$ cat src/rtl/chaser_pkg.sv
// chaser_pkg: shared types and constants for the LED chaser monitor.
// Segment bytes are {dp,g,f,e,d,c,b,a}, active high.
package chaser_pkg;

  typedef enum logic [1:0] {
    ESPERA,
    SINC,
    TRAVADO,
    ERRO
  } estado_t;

  typedef enum logic [1:0] {
    C_ONEHOT,
    C_ZERO,
    C_BAD
  } classe_t;

  typedef enum logic [2:0] {
    R_REPETE,
    R_DIREITA,
    R_ESQUERDA,
    R_LACUNA,
    R_VOLTA,
    R_REINICIO,
    R_RESET,
    R_ILEGAL
  } regra_t;

  localparam logic [7:0] INICIO_DIREITA  = 8'h80;
  localparam logic [7:0] INICIO_ESQUERDA = 8'h01;

  localparam logic [7:0] SEG_E       = 8'h79;
  localparam logic [7:0] SEG_APAGADO = 8'h00;

  localparam logic [7:0] SEG_HEX [16] = '{
    8'h3F, 8'h06, 8'h5B, 8'h4F,
    8'h66, 8'h6D, 8'h7D, 8'h07,
    8'h7F, 8'h6F, 8'h77, 8'h7C,
    8'h39, 8'h5E, 8'h79, 8'h71
  };

  function automatic logic [7:0] seg_digito(
    input logic [3:0] d,
    input logic       err,
    input logic       val
  );
    if (err) return SEG_E;
    if (!val) return SEG_APAGADO;
    return SEG_HEX[d];
  endfunction

endpackage

$ cat src/rtl/onehot_idx.sv
// onehot_idx: classifies a pattern as one-hot, zero or multi-bit,
// and gives the index of the highest set bit.
module onehot_idx #(
  parameter int NBITS_PISCA = 8
) (
  input  logic [NBITS_PISCA-1:0]         padrao,
  output logic [$clog2(NBITS_PISCA)-1:0] index,
  output logic                           is_onehot,
  output logic                           is_zero
);

  localparam int PW = $clog2(NBITS_PISCA);

  always_comb begin
    index = '0;
    for (int i = 0; i < NBITS_PISCA; i++) begin
      if (padrao[i]) index = PW'(i);
    end
  end

  assign is_zero = (padrao == '0);

  assign is_onehot = !is_zero &&
    ((padrao & (padrao - NBITS_PISCA'(1))) == '0);

endmodule

$ cat src/rtl/chaser_monitor.sv
// chaser_monitor: decodes the chaser walking-one pattern into position,
// direction, freeze, sweep count and sticky error. CHASER_SEG_EN drives SEG.
import chaser_pkg::*;

module chaser_monitor #(
  parameter int NBITS_PISCA   = 8,
  parameter int LIMITE_PARADO = 4,
  parameter int NBITS_VOLTAS  = 8
) (
  input  logic                           clk_2,
  input  logic                           reset,
  input  logic [NBITS_PISCA-1:0]         padrao,
  input  logic                           amostra,
  input  logic                           limpa_erro,
  output logic [$clog2(NBITS_PISCA)-1:0] posicao,
  output logic                           posicao_valida,
  output logic                           sentido,
  output logic                           parado,
  output logic                           erro,
  output logic [NBITS_VOLTAS-1:0]        voltas,
  output logic [7:0]                     SEG
);

  localparam int PW = $clog2(NBITS_PISCA);
  localparam int CW = $clog2(LIMITE_PARADO + 1);
  localparam logic [CW-1:0] LIM_C = CW'(LIMITE_PARADO);

  localparam logic [NBITS_PISCA-1:0] INI_D =
    (NBITS_PISCA == 8) ? INICIO_DIREITA
                       : {1'b1, {(NBITS_PISCA-1){1'b0}}};
  localparam logic [NBITS_PISCA-1:0] INI_E =
    (NBITS_PISCA == 8) ? INICIO_ESQUERDA
                       : NBITS_PISCA'(1);

  estado_t                 estado_q, estado_d;
  logic [NBITS_PISCA-1:0]  p_q, p_d;
  logic [CW-1:0]           cnt_q, cnt_d;
  logic                    sentido_q, sentido_d;
  logic                    parado_q, parado_d;
  logic                    erro_q, erro_d;
  logic [NBITS_VOLTAS-1:0] voltas_q, voltas_d;
  logic [PW-1:0]           posicao_q, posicao_d;
  logic                    posicao_valida_q, posicao_valida_d;
  logic                    erro_set;

  logic [PW-1:0] n_idx;
  logic          n_one;
  logic          n_zero;
  logic          n_ini;
  logic          fim_ok;
  logic [NBITS_PISCA-1:0] alvo;
  logic [NBITS_PISCA-1:0] oposto;
  classe_t       classe;
  regra_t        regra;

  onehot_idx #(
    .NBITS_PISCA (NBITS_PISCA)
  ) u_idx (
    .padrao    (padrao),
    .index     (n_idx),
    .is_onehot (n_one),
    .is_zero   (n_zero)
  );

  assign n_ini  = (padrao == INI_D) || (padrao == INI_E);
  assign fim_ok = sentido_q ? (p_q == INI_D) : (p_q == INI_E);
  assign alvo   = sentido_q ? INI_E : INI_D;
  assign oposto = sentido_q ? INI_D : INI_E;

  always_comb begin
    classe = C_BAD;
    if (n_one) classe = C_ONEHOT;
    else if (n_zero) classe = C_ZERO;
  end

  // First matching rule wins; a repeated zero is never a repeat.
  always_comb begin
    regra = R_ILEGAL;
    if (!n_zero && padrao == p_q)
      regra = R_REPETE;
    else if (n_one && padrao == (p_q >> 1))
      regra = R_DIREITA;
    else if (n_one && padrao == (p_q << 1))
      regra = R_ESQUERDA;
    else if (n_zero && fim_ok)
      regra = R_LACUNA;
    else if (p_q == '0 && padrao == alvo)
      regra = R_VOLTA;
    else if (p_q == '0 && padrao == oposto)
      regra = R_REINICIO;
    else if (n_ini)
      regra = R_RESET;
  end

  always_comb begin
    estado_d         = estado_q;
    p_d              = p_q;
    cnt_d            = cnt_q;
    sentido_d        = sentido_q;
    parado_d         = parado_q;
    voltas_d         = voltas_q;
    posicao_d        = posicao_q;
    posicao_valida_d = posicao_valida_q;
    erro_set         = 1'b0;
    if (amostra) begin
      unique case (estado_q)
        ESPERA: begin
          unique case (classe)
            C_ONEHOT: begin
              p_d      = padrao;
              estado_d = SINC;
            end
            C_BAD: begin
              estado_d = ERRO;
              erro_set = 1'b1;
            end
            default: ;
          endcase
        end
        ERRO: begin
          cnt_d = '0;
          if (n_ini) begin
            estado_d  = SINC;
            p_d       = padrao;
            sentido_d = (padrao == INI_E);
          end
        end
        SINC, TRAVADO: begin
          cnt_d = '0;
          unique case (regra)
            R_REPETE: begin
              cnt_d = (cnt_q == LIM_C) ? cnt_q
                                       : cnt_q + CW'(1);
            end
            R_DIREITA: begin
              sentido_d = 1'b0;
              estado_d  = TRAVADO;
              p_d       = padrao;
            end
            R_ESQUERDA: begin
              sentido_d = 1'b1;
              estado_d  = TRAVADO;
              p_d       = padrao;
            end
            R_LACUNA: begin
              p_d = '0;
            end
            R_VOLTA: begin
              voltas_d = voltas_q + NBITS_VOLTAS'(1);
              p_d      = padrao;
            end
            R_REINICIO: begin
              sentido_d = (padrao == INI_E);
              p_d       = padrao;
            end
            R_RESET: begin
              estado_d  = SINC;
              sentido_d = (padrao == INI_E);
              p_d       = padrao;
            end
            R_ILEGAL: begin
              estado_d = ERRO;
              erro_set = 1'b1;
            end
          endcase
        end
      endcase
      parado_d = (cnt_d == LIM_C);
      posicao_valida_d = n_one &&
        (estado_d == SINC || estado_d == TRAVADO);
      if (n_one) posicao_d = n_idx;
    end
  end

  // A freshly detected error beats a simultaneous clear.
  assign erro_d = erro_set | (erro_q & ~limpa_erro);

  always_ff @(posedge clk_2 or negedge reset) begin
    if (!reset) begin
      estado_q         <= ESPERA;
      p_q              <= '0;
      cnt_q            <= '0;
      sentido_q        <= 1'b0;
      parado_q         <= 1'b0;
      erro_q           <= 1'b0;
      voltas_q         <= '0;
      posicao_q        <= '0;
      posicao_valida_q <= 1'b0;
    end else begin
      estado_q         <= estado_d;
      p_q              <= p_d;
      cnt_q            <= cnt_d;
      sentido_q        <= sentido_d;
      parado_q         <= parado_d;
      erro_q           <= erro_d;
      voltas_q         <= voltas_d;
      posicao_q        <= posicao_d;
      posicao_valida_q <= posicao_valida_d;
    end
  end

  assign posicao        = posicao_q;
  assign posicao_valida = posicao_valida_q;
  assign sentido        = sentido_q;
  assign parado         = parado_q;
  assign erro           = erro_q;
  assign voltas         = voltas_q;

`ifdef CHASER_SEG_EN
  logic [7:0] seg_d, seg_q;

  always_comb begin
    seg_d = seg_digito(4'(posicao_d), erro_d,
                       posicao_valida_d);
  end

  always_ff @(posedge clk_2 or negedge reset) begin
    if (!reset) seg_q <= '0;
    else        seg_q <= seg_d;
  end

  assign SEG = seg_q;
`else
  assign SEG = 8'h00;
`endif

endmodule
$ cat config.mk
export PLATFORM = sky130hd
export DESIGN_NAME = chaser_monitor
export DESIGN_NICKNAME = d
export VERILOG_FILES = /design/src/rtl/chaser_pkg.sv /design/src/rtl/onehot_idx.sv /design/src/rtl/chaser_monitor.sv
export SDC_FILE = /design/constraint.sdc
export NUM_CORES = 1
export LEC_CHECK = 0
export ABC_AREA = 1
export ABC_CLOCK_PERIOD_IN_PS = 1800
export CAP_MARGIN = 40
export CORE_MARGIN = 8
export CORE_UTILIZATION = 50
export CTS_CLUSTER_DIAMETER = 40
export DETAILED_ROUTE_END_ITERATION = 10
export GPL_ROUTABILITY_DRIVEN = 0
export GPL_TIMING_DRIVEN = 0
export PLACE_DENSITY = 0.78
export SYNTH_ARGS = -nofsm -noshare
export SYNTH_HDL_FRONTEND = slang
export SYNTH_SLANG_ARGS = --single-unit
$ cat constraint.sdc
create_clock -name clk_2 -period 1.8 [get_ports clk_2]
set_input_delay 0.36 -clock clk_2 [delete_from_list [all_inputs] [get_ports clk_2]]
set_output_delay 0.36 -clock clk_2 [all_outputs]
set_load 0.005 [all_outputs]
==> results.yml, run 1 <==
setup_path:
  crit_type: "flop to flop"
  rrSetupSlack_ps: -340
  slowest_delay_ps: 480
  cpLargestDelayFamily: "simple AND/OR/NAND/NOR gates"
  required_ps: 1990
  r2r-end: "sentido$_DFFE_PN0P_"
  critical_path.slowest_cell: "dfrtp_2"
  r2r-start: "p_q[5]$_DFFE_PN0P_"
  start_kind: "flop"
  cp_max_fo: 6
  worstPathCellList: "nor2_4, nand3_2, nor2_4, nand3_4, a21oi_4, buf_4, nand2_1, nand3_1, and3_1, nand2_1, nand3_2, clkinv_1, nand2_1, nand2_1"
  cp-end-kind: "flop"
  worstRegToRegCells: 14
  crit_buf_inv: 2
  cp.arrival_ps: 2320
  worst_path_most_repeated_cell: "nand2_1"
logic_synthesis:
  synthArstFlopShare_pct: 100
  muxShareOfSynthArea_pct: 0.468
  yosys_warnings: 0
  synthFlopType: "dfrtp_1"
  synth-compound-area-share_pct: 10.8
  syn_area_mm2: 0.00241
  ys_seq_area_share_pct: 29.1
  synth_top_family_by_area: "simple AND/OR/NAND/NOR gates"
  syn_inst: 320
  ys_types: 42
  syn_avg_cell_area_um2: 7.53
  synth_adder_area_share_pct: 3.12
  synthSimpleGateAreaFrac_pct: 36.9
  synth_seq_cells: 28
  synth-xor-area-share_pct: 7.64
  synth-edff-count: 0
grt:
  grt_use_total_pct: 16.1
  grt_pass1_wl_um: 9660
  globalRoute.totalOverflow: 0
  antenna_found_initial: 0
  grt_max_degree: 17
  grt_pass1_vias: 2094
sta:
  maxSlewHeadroom_pct: 52.2
  grt_setup_unrepaired: "true"
  fmaxAchievable_mhz: 468
  whs_ps: 361
  finalClockSkew_ps: 7.64
  worstMarginPinSlew_ps: 715
  setup_viol: 23
  hold_viol_final: 0
  maxSlewViolCount: 0
  post-route-min-period_ps: 2140
  setup_ws_ps: -335
  period_share_pct: 119
worst_hold_path:
  whs_endpoint: "p_q[4]$_DFFE_PN0P_"
  min_path_type: "primary input to flop"
  worstHoldPathCells: 3
  min_from: "padrao[4]"
power_and_ir_drop:
  p_sw_mw: 1.62
  powerDensity_mw_per_mm2: 1080
  power.leakage_nw: 1.61
  clkPwrFrac_pct: 14.4
  p_comb_share_pct: 60.0
  peakVddDrop_mv: 1.04
  pwr-share-seq_pct: 25.5
  p_int_mw: 1.96
  switching_share_pct: 45.3
clock_network:
  tritoncts: "yes"
  clock-root-buffer: "clkbuf_8"
  hold_buffers: 0
  cts_made_buffers: 3
  clkSinkCount: 28
  clk_pin_slew_worst_paths_ps: 100
  h-tree-depth: 1
  insertion_delay_ps: 290
  clock_path_buffers: 2
drt:
  vias: 2350
  wl_per_cell_um: 14.8
  drtAntennaViolNets: 0
  drc: 0
  wl_um: 6400
  drtIter0Drc: 220
  drtPass1Iterations: 5
  via_per_inst: 5.44
floorplanning:
  fp-row-count: 25
  die_h_um: 85.4
  start_util_pct: 51.3
  core_mm2: 0.00469
  dieWidth_um: 85.4
  die_area_mm2: 0.00729
  ios: 35
cells_and_area:
  final_cell_mix: "nand2_1 (75), buf_4 (30), inv_1 (25)"
  nNetsFinal: 397
  area_delta_synth_final_pct: 37.2
  antennaDiodeCount: 0
  drive_gt1_share_pct: 38.4
  layout_commonest_cell: "nand2_1"
placed_design:
  port-buffer-count: 21
  dp_hpwl_um: 4280
  dp_slack_ps: -863
status:
  violations: "negative setup slack"
  status: "finished with violations"
flow_run:
  maxCapViolCount: 0
-- synth_stat cells (6+ instances only) --
master   instances  share of area [%]
nand2_1         83                 13
inv_1           29                4.5
dfrtp_1         28                 29
nor2_1          25                3.9
nand3_1         16                3.3
xor2_1          14                5.1
o21ai_0         12                2.5
buf_4           11                3.4
inv_2           10                1.6
o31ai_1          9                2.8
nand3_2          7                2.9
xnor2_1          7                2.5
ha_1             6                3.1
nand2_2          6                1.6
nand4_1          6                1.6
nor2_2           6                1.6
nor2_4           6                2.8
-- tightest hold or removal path, cell delays in order --
cell and delay, ps:
buf_8 120, inv_1 60, o31ai_1 70
-- flip-flops by register name, summed over array words and instances, names as in the netlist --
name / count
estado_q: 2
erro: 1
sentido: 1
posicao_valida: 1
posicao: 3
p_q: 8
voltas: 8
cnt_q: 3
parado: 1
-- kinds of logic (layout without fill, tap and decap cells) --
family	count (synthesis)	after routing
xor gates and xnor gates	21	21
buffers and inverters	59	110
AOI/OAI and AO/OA	35	35
muxes	1	1
adders and majority gates	6	6
and+or+nand+nor	169	169
DFF	28	28
other	1	8
-- timing repair --
action	in CTS	in global routing
resized for setup	35	45
cloned	1	0
buffers inserted	12	16
hold endpoints to repair	0	0
pin swaps	22	9
setup endpoints to repair	28	26
-- per-stage QoR --
| step | area [um2] | util [%] | total power, mW | setup TNS, ps | cells |
|---|---|---|---|---|---|
| detailed placement | 2800 | 59.6 | 2.40 | -19720 | 403 |
| global route | 3310 | 70.5 | 3.81 | -7930 | 432 |
| floorplan | 2490 | - | 2.06 | -1380 | 327 |
| global placement | 2770 | 59.0 | 2.36 | -22380 | 402 |
| CTS | 3010 | 64.2 | 3.08 | -2730 | 417 |
| finish | 3310 | 70.5 | 3.59 | -5400 | 432 |
-- power groups by stage --
| stage | logic, mW | registers, mW | clock network (mW) |
|---|---|---|---|
| floorplan | 1.23 | 0.830 | 0 |
| global placement | 1.50 | 0.854 | 0 |
| detailed placement | 1.55 | 0.858 | 0 |
| CTS | 1.67 | 0.889 | 0.518 |
| global route | 2.33 | 0.925 | 0.548 |
| finish | 2.15 | 0.916 | 0.518 |
-- how the worst max path moves through the flow --
stage | start | endpoint | cells past startpoint
after floorplan | padrao[4] | voltas[7]$_DFFE_PN0P_ | 14
after global placement | padrao[3] | voltas[7]$_DFFE_PN0P_ | 14
after detailed placement | padrao[5] | p_q[6]$_DFFE_PN0P_ | 15
after CTS | p_q[2]$_DFFE_PN0P_ | voltas[7]$_DFFE_PN0P_ | 13
after global routing | p_q[6]$_DFFE_PN0P_ | sentido$_DFFE_PN0P_ | 14
final | p_q[5]$_DFFE_PN0P_ | sentido$_DFFE_PN0P_ | 14
-- per-layer routing --
metal / GRT usage (%) / wire, um
met2: 26.1 / 3050
met1: 20.9 / 2800
met3: 3.47 / 432
met5: 0 / 0
met4: 4.30 / 122
-- final cells by class --
cell class                      count  area [um2]
Clock inverter                      1        30.0
Timing Repair Buffer               50         474
Clock buffer                        3        41.3
Fill cell                         338        1390
Sequential cell                    28         711
Tap cell                           54        67.6
Inverter                           40         155
Multi-Input combinational cell    240        1690
Buffer                             16         134
No activity file was read; power rests on OpenSTA's default activity.
==> inputs of run 2 (changes only) <==
--- a/config.mk
+++ b/config.mk
@@ -14,7 +14,7 @@
 export DETAILED_ROUTE_END_ITERATION = 10
 export GPL_ROUTABILITY_DRIVEN = 0
 export GPL_TIMING_DRIVEN = 0
-export PLACE_DENSITY = 0.78
+export PLACE_DENSITY = 0.74
 export SYNTH_ARGS = -nofsm -noshare
 export SYNTH_HDL_FRONTEND = slang
 export SYNTH_SLANG_ARGS = --single-unit
==> run 2 against run 1 <==
Compared with the run above: the run still ends with negative setup slack left; wire length shrank 2.6%; power shrank 4.7%; critical path depth grew 1; global-route usage grew 0.29 points; via count shrank 3.6%.
==> results.yml, run 2 (same netlist as run 1, synthesis figures left out) <==
sta:
  worstMarginPinSlew_ps: 777
  post-route-min-period_ps: 2080
  maxSlewViolCount: 0
  period_share_pct: 115
  maxSlewHeadroom_pct: 48.0
  finalClockSkew_ps: 3.53
  setup_ws_ps: -278
  setup_viol: 24
  whs_ps: 351
  fmaxAchievable_mhz: 481
  hold_viol_final: 0
  grt_setup_unrepaired: "true"
cells_and_area:
  nNetsFinal: 394
  fillers: 356
  layout_commonest_cell: "nand2_1"
  antennaDiodeCount: 0
  final_cell_mix: "nand2_1 (81), buf_4 (27), inv_1 (25)"
  area_delta_synth_final_pct: 34.7
  drive_gt1_share_pct: 35.2
  fin_util_pct: 69.1
power_and_ir_drop:
  p_comb_share_pct: 59.5
  powerDensity_mw_per_mm2: 1050
  peakVddDrop_mv: 0.767
  pwr-share-seq_pct: 25.5
  clkPwrFrac_pct: 15.1
  switching_share_pct: 44.8
  p_int_mw: 1.89
  p_sw_mw: 1.53
  power.leakage_nw: 1.58
setup_path:
  worst-path-stages: 15
  cp-startpoint: "p_q[5]$_DFFE_PN0P_"
  cp.arrival_ps: 2270
  slowest_delay_ps: 400
  worstRegToRegCells: 15
  cp_max_fo: 6
  worstPathCellList: "buf_8, xor2_1, nor2_1, nand2_1, nor2_2, nand3_4, buf_4, nand2_1, inv_1, nand3_1, nand4_1, nand2_2, nand3_1, nand3_1, nand2_1"
  crit_buf_inv: 3
  setup.worst_path.end: "posicao_valida$_DFFE_PN0P_"
  crit_type: "flop to flop"
  rrSetupSlack_ps: -280
  r2r-start: "p_q[5]$_DFFE_PN0P_"
  cp-end-kind: "flop"
  critical_path.slowest_cell: "dfrtp_1"
  required_ps: 1990
  cpLargestDelayFamily: "simple AND/OR/NAND/NOR gates"
  r2r-end: "posicao_valida$_DFFE_PN0P_"
  start_kind: "flop"
floorplanning:
  ios: 35
  fp-row-count: 25
  die_h_um: 85.4
  start_util_pct: 51.3
  core_mm2: 0.00469
  dieWidth_um: 85.4
  die_area_mm2: 0.00729
drt:
  vias: 2266
  wl_per_cell_um: 14.5
  drtAntennaViolNets: 0
  drc: 0
  drtPass1Iterations: 4
  wl_um: 6240
  drtIter0Drc: 140
  via_per_inst: 5.28
grt:
  grt_pass1_wl_um: 9770
  grt_pass1_vias: 2168
  grt_max_degree: 17
  antenna_found_initial: 0
  grt_use_total_pct: 16.4
  globalRoute.totalOverflow: 0
clock_network:
  h-tree-depth: 1
  tritoncts: "yes"
  hold_buffers: 0
  clk_pin_slew_worst_paths_ps: 100
  clock-root-buffer: "clkbuf_8"
  clkSinkCount: 28
  insertion_delay_ps: 290
  cts_made_buffers: 3
  clock_path_buffers: 2
placed_design:
  port-buffer-count: 21
  dp_hpwl_um: 4310
status:
  status: "finished with violations"
  violations: "negative setup slack"
worst_hold_path:
  min_path_type: "primary input to flop"
flow_run:
  maxCapViolCount: 0
==> run 2: layout make-up <==
cell class              count  area [um2]  area share [%]
plain buffers              17         149            4.59
clock buffers               3        41.3            1.27
repair buffers             46         425            13.1
flip-flops and latches     28         708            21.8
well taps                  54        67.6            2.08
multi-input cells         240        1670            51.5
clock inverters             1        30.0           0.926
inverters                  40         153            4.70
==> run 2: worst reg2reg max path, stage by stage, from the launching register on <==
cell and delay, ps:
dfrtp_1 400, buf_8 140, xor2_1 140, nor2_1 100, nand2_1 70, nor2_2 170, nand3_4 130, buf_4 150
nand2_1 70, inv_1 60, nand3_1 90, nand4_1 140, nand2_2 130, nand3_1 80, nand3_1 70, nand2_1 50
==> run 2: worst min-delay path by stage <==
stage,startpoint,end,slack (ps),cells after the start
after global routing,padrao[4],p_q[4]$_DFFE_PN0P_,360,3
after detailed placement,posicao_valida$_DFFE_PN0P_,posicao_valida$_DFFE_PN0P_,470,2
final,padrao[4],p_q[4]$_DFFE_PN0P_,350,3
after CTS,padrao[4],p_q[4]$_DFFE_PN0P_,350,3
after global placement,voltas[7]$_DFFE_PN0P_,voltas[7]$_DFFE_PN0P_,460,1
after floorplan,reset,cnt_q[0]$_DFFE_PN0P_,60,0
==> run 2: power by group through the flow <==
stage | registers, mW | logic [mW] | clock network (mW)
6_report | 0.870 | 2.03 | 0.515
3_3_place_gp | 0.855 | 1.50 | 0
3_5_place_dp | 0.854 | 1.55 | 0
5_1_grt | 0.888 | 2.22 | 0.540
2_1_floorplan | 0.830 | 1.23 | 0
4_1_cts | 0.866 | 1.80 | 0.523
==> run 2: per-layer routing <==
| metal | GRT usage, % | up-vias | wire, um |
|---|---|---|---|
| li1 | - | 1118 | - |
| met1 | 20.7 | 1079 | 2690 |
| met2 | 27.0 | 58 | 3140 |
| met3 | 2.51 | 11 | 279 |
| met4 | 6.85 | 0 | 124 |
| met5 | 0 | - | 0 |
==> run 2: timing repair <==
| action | CTS | global route |
|---|---|---|
| gates resized for setup | 48 | 24 |
| pin swaps | 28 | 20 |
| setup buffers | 18 | 5 |
| endpoints found under the setup margin | 28 | 28 |
| cloned | 1 | 0 |
==> run 2: per-stage QoR <==
stage	worst slack, ps	setup TNS (ps)	power, mW	cells	area [um2]
final	-278	-4740	3.42	429	3240
after global routing	-428	-7200	3.65	429	3240
after CTS	-239	-2660	3.19	424	3110
after detailed placement	-881	-19830	2.40	403	2800
after global placement	-838	-22570	2.36	402	2770
after floorplan	-130	-1380	2.06	327	2490
==> inputs of run 3 (changes only) <==
--- a/config.mk
+++ b/config.mk
@@ -8,7 +8,7 @@
 export ABC_AREA = 1
 export ABC_CLOCK_PERIOD_IN_PS = 1800
 export CAP_MARGIN = 40
-export CORE_MARGIN = 8
+export CORE_MARGIN = 2
 export CORE_UTILIZATION = 50
 export CTS_CLUSTER_DIAMETER = 40
 export DETAILED_ROUTE_END_ITERATION = 10
==> run 3 against run 2 <==
Compared with the run above: the run still ends with negative setup slack left; worst hold slack improved by 26 ps; power fell by 14%; clock-buffer cell count stayed put; clock skew is essentially flat; final area shrank 6.4%; wire length down 8.2%; register-to-register slack worse by 20 ps; core utilization down 4.4 points; setup slack got worse by 20 ps; largest power group unchanged; critical path type unchanged; die area fell by 26%; global-route usage rose by 4.8 points.
==> results.yml, run 3 (same netlist as run 1, synthesis figures left out) <==
placed_design:
  dp_cells: 403
  dp_hpwl_um: 4090
  dp_slack_ps: -879
  port-buffer-count: 21
drt:
  wl_per_cell_um: 13.8
  drtAntennaViolNets: 0
  drc: 0
  drtIter0Drc: 110
  vias: 2182
  via_per_inst: 5.26
  drtPass1Iterations: 4
  wl_um: 5730
setup_path:
  crit_buf_inv: 3
  worst-path-stages: 15
  cp_max_fo: 5
  start_kind: "flop"
  worstPathCellList: "xor2_1, nor2_1, nand2_1, nor2_2, nand3_4, buf_4, nand2_4, inv_1, nand3_2, and3_1, nand2_1, nand3_2, clkinv_1, nand2_1, nand2_1"
  cpLargestDelayFamily: "simple AND/OR/NAND/NOR gates"
  worstRegToRegCells: 15
  crit_type: "flop to flop"
  slowest_delay_ps: 480
  cp.arrival_ps: 2270
  critical_path.slowest_cell: "dfrtp_2"
  required_ps: 1980
  cp-end-kind: "flop"
  worst_path_most_repeated_cell: "nand2_1"
cells_and_area:
  final_cell_mix: "nand2_1 (80), inv_1 (24), dfrtp_1 (20)"
  drive_gt1_share_pct: 31.0
  fillers: 396
  fin_util_pct: 64.7
  final_cells: 415
  nNetsFinal: 381
  layout_commonest_cell: "nand2_1"
  antennaDiodeCount: 0
  area_delta_synth_final_pct: 26.1
clock_network:
  insertion_delay_ps: 270
  clock_path_buffers: 2
  h-tree-depth: 1
  tritoncts: "yes"
  clkSinkCount: 28
  clock-root-buffer: "clkbuf_8"
  cts_made_buffers: 3
  clk_pin_slew_worst_paths_ps: 100
  hold_buffers: 0
grt:
  antenna_found_initial: 0
  grt_max_degree: 16
  grt_use_total_pct: 21.2
  globalRoute.totalOverflow: 0
  grt_pass1_wl_um: 9030
  grt_pass1_vias: 1965
worst_hold_path:
  min_path_type: "primary input to flop"
  worstHoldPathCells: 3
sta:
  finalClockSkew_ps: 3.53
  period_share_pct: 117
  fmaxAchievable_mhz: 477
  setup_ws_ps: -299
  setup_viol: 22
  hold_viol_final: 0
  post-route-min-period_ps: 2100
  whs_ps: 377
  grt_setup_unrepaired: "true"
  worstMarginPinSlew_ps: 760
  maxSlewHeadroom_pct: 49.2
  maxSlewViolCount: 0
status:
  status: "finished with violations"
  violations: "negative setup slack"
floorplanning:
  ios: 35
  start_util_pct: 51.3
  core_mm2: 0.00469
  dieWidth_um: 73.4
  fp-row-count: 25
  die_area_mm2: 0.00539
  die_h_um: 73.4
flow_run:
  maxCapViolCount: 0
power_and_ir_drop:
  powerDensity_mw_per_mm2: 964
  power.leakage_nw: 1.47
  peakVddDrop_mv: 0.707
==> run 3: repair_timing <==
item,in CTS,in global routing
pin swaps,18,16
setup endpoints to repair,28,27
buffers inserted,9,4
resized for setup,31,20
==> run 3: final cells by class <==
cell class	instances	area, um2	area share [%]
Buffer	16	133	4.37
Clock buffer	3	41.3	1.36
Inverter	40	153	5.03
Multi-Input combinational cell	240	1610	52.9
Sequential cell	28	711	23.4
Tap cell	54	67.6	2.22
Timing Repair Buffer	34	327	10.8
==> run 3: power by group <==
group,internal [mW],total [mW],switching (mW)
clock network,0.150,0.349,0.199
registers,0.749,0.912,0.163
logic,0.650,1.67,1.02
total,1.55,2.93,1.38
==> run 3: worst paths after layout <==
path | end | slack (ps) | start
max reg2reg | sentido$_DFFE_PN0P_ | -300 | p_q[4]$_DFFE_PN0P_
min reg2reg | voltas[7]$_DFFE_PN0P_ | 480 | voltas[7]$_DFFE_PN0P_
max in group asynchronous | sentido$_DFFE_PN0P_ | 710 | reset
max | sentido$_DFFE_PN0P_ | -300 | p_q[4]$_DFFE_PN0P_
min in group asynchronous | posicao[2]$_DFFE_PN0P_ | 520 | reset
min | p_q[4]$_DFFE_PN0P_ | 380 | padrao[4]
==> run 3: routing by layer <==
layer  global-route usage (%)  up-vias  part of all wire (%)
li1                         -     1094                     -
met1                     29.6     1028                    48
met2                     35.6       52                    48
met3                     2.61        8                   3.0
met4                     4.04        0                  0.98
met5                        0        -                     0
==> run 3: worst min-delay path, cell delays in order <==
cell and delay (ps):
buf_8 120, inv_1 70, o31ai_1 70
==> run 3: metrics by stage <==
stage | setup TNS [ps] | instance area, um2 | power, mW
6_report | -4760 | 3040 | 2.93
5_1_grt | -7060 | 3040 | 3.14
4_1_cts | -3620 | 2950 | 2.76
3_5_place_dp | -19850 | 2780 | 2.39
3_3_place_gp | -22950 | 2770 | 2.36
2_1_floorplan | -1380 | 2490 | 2.06
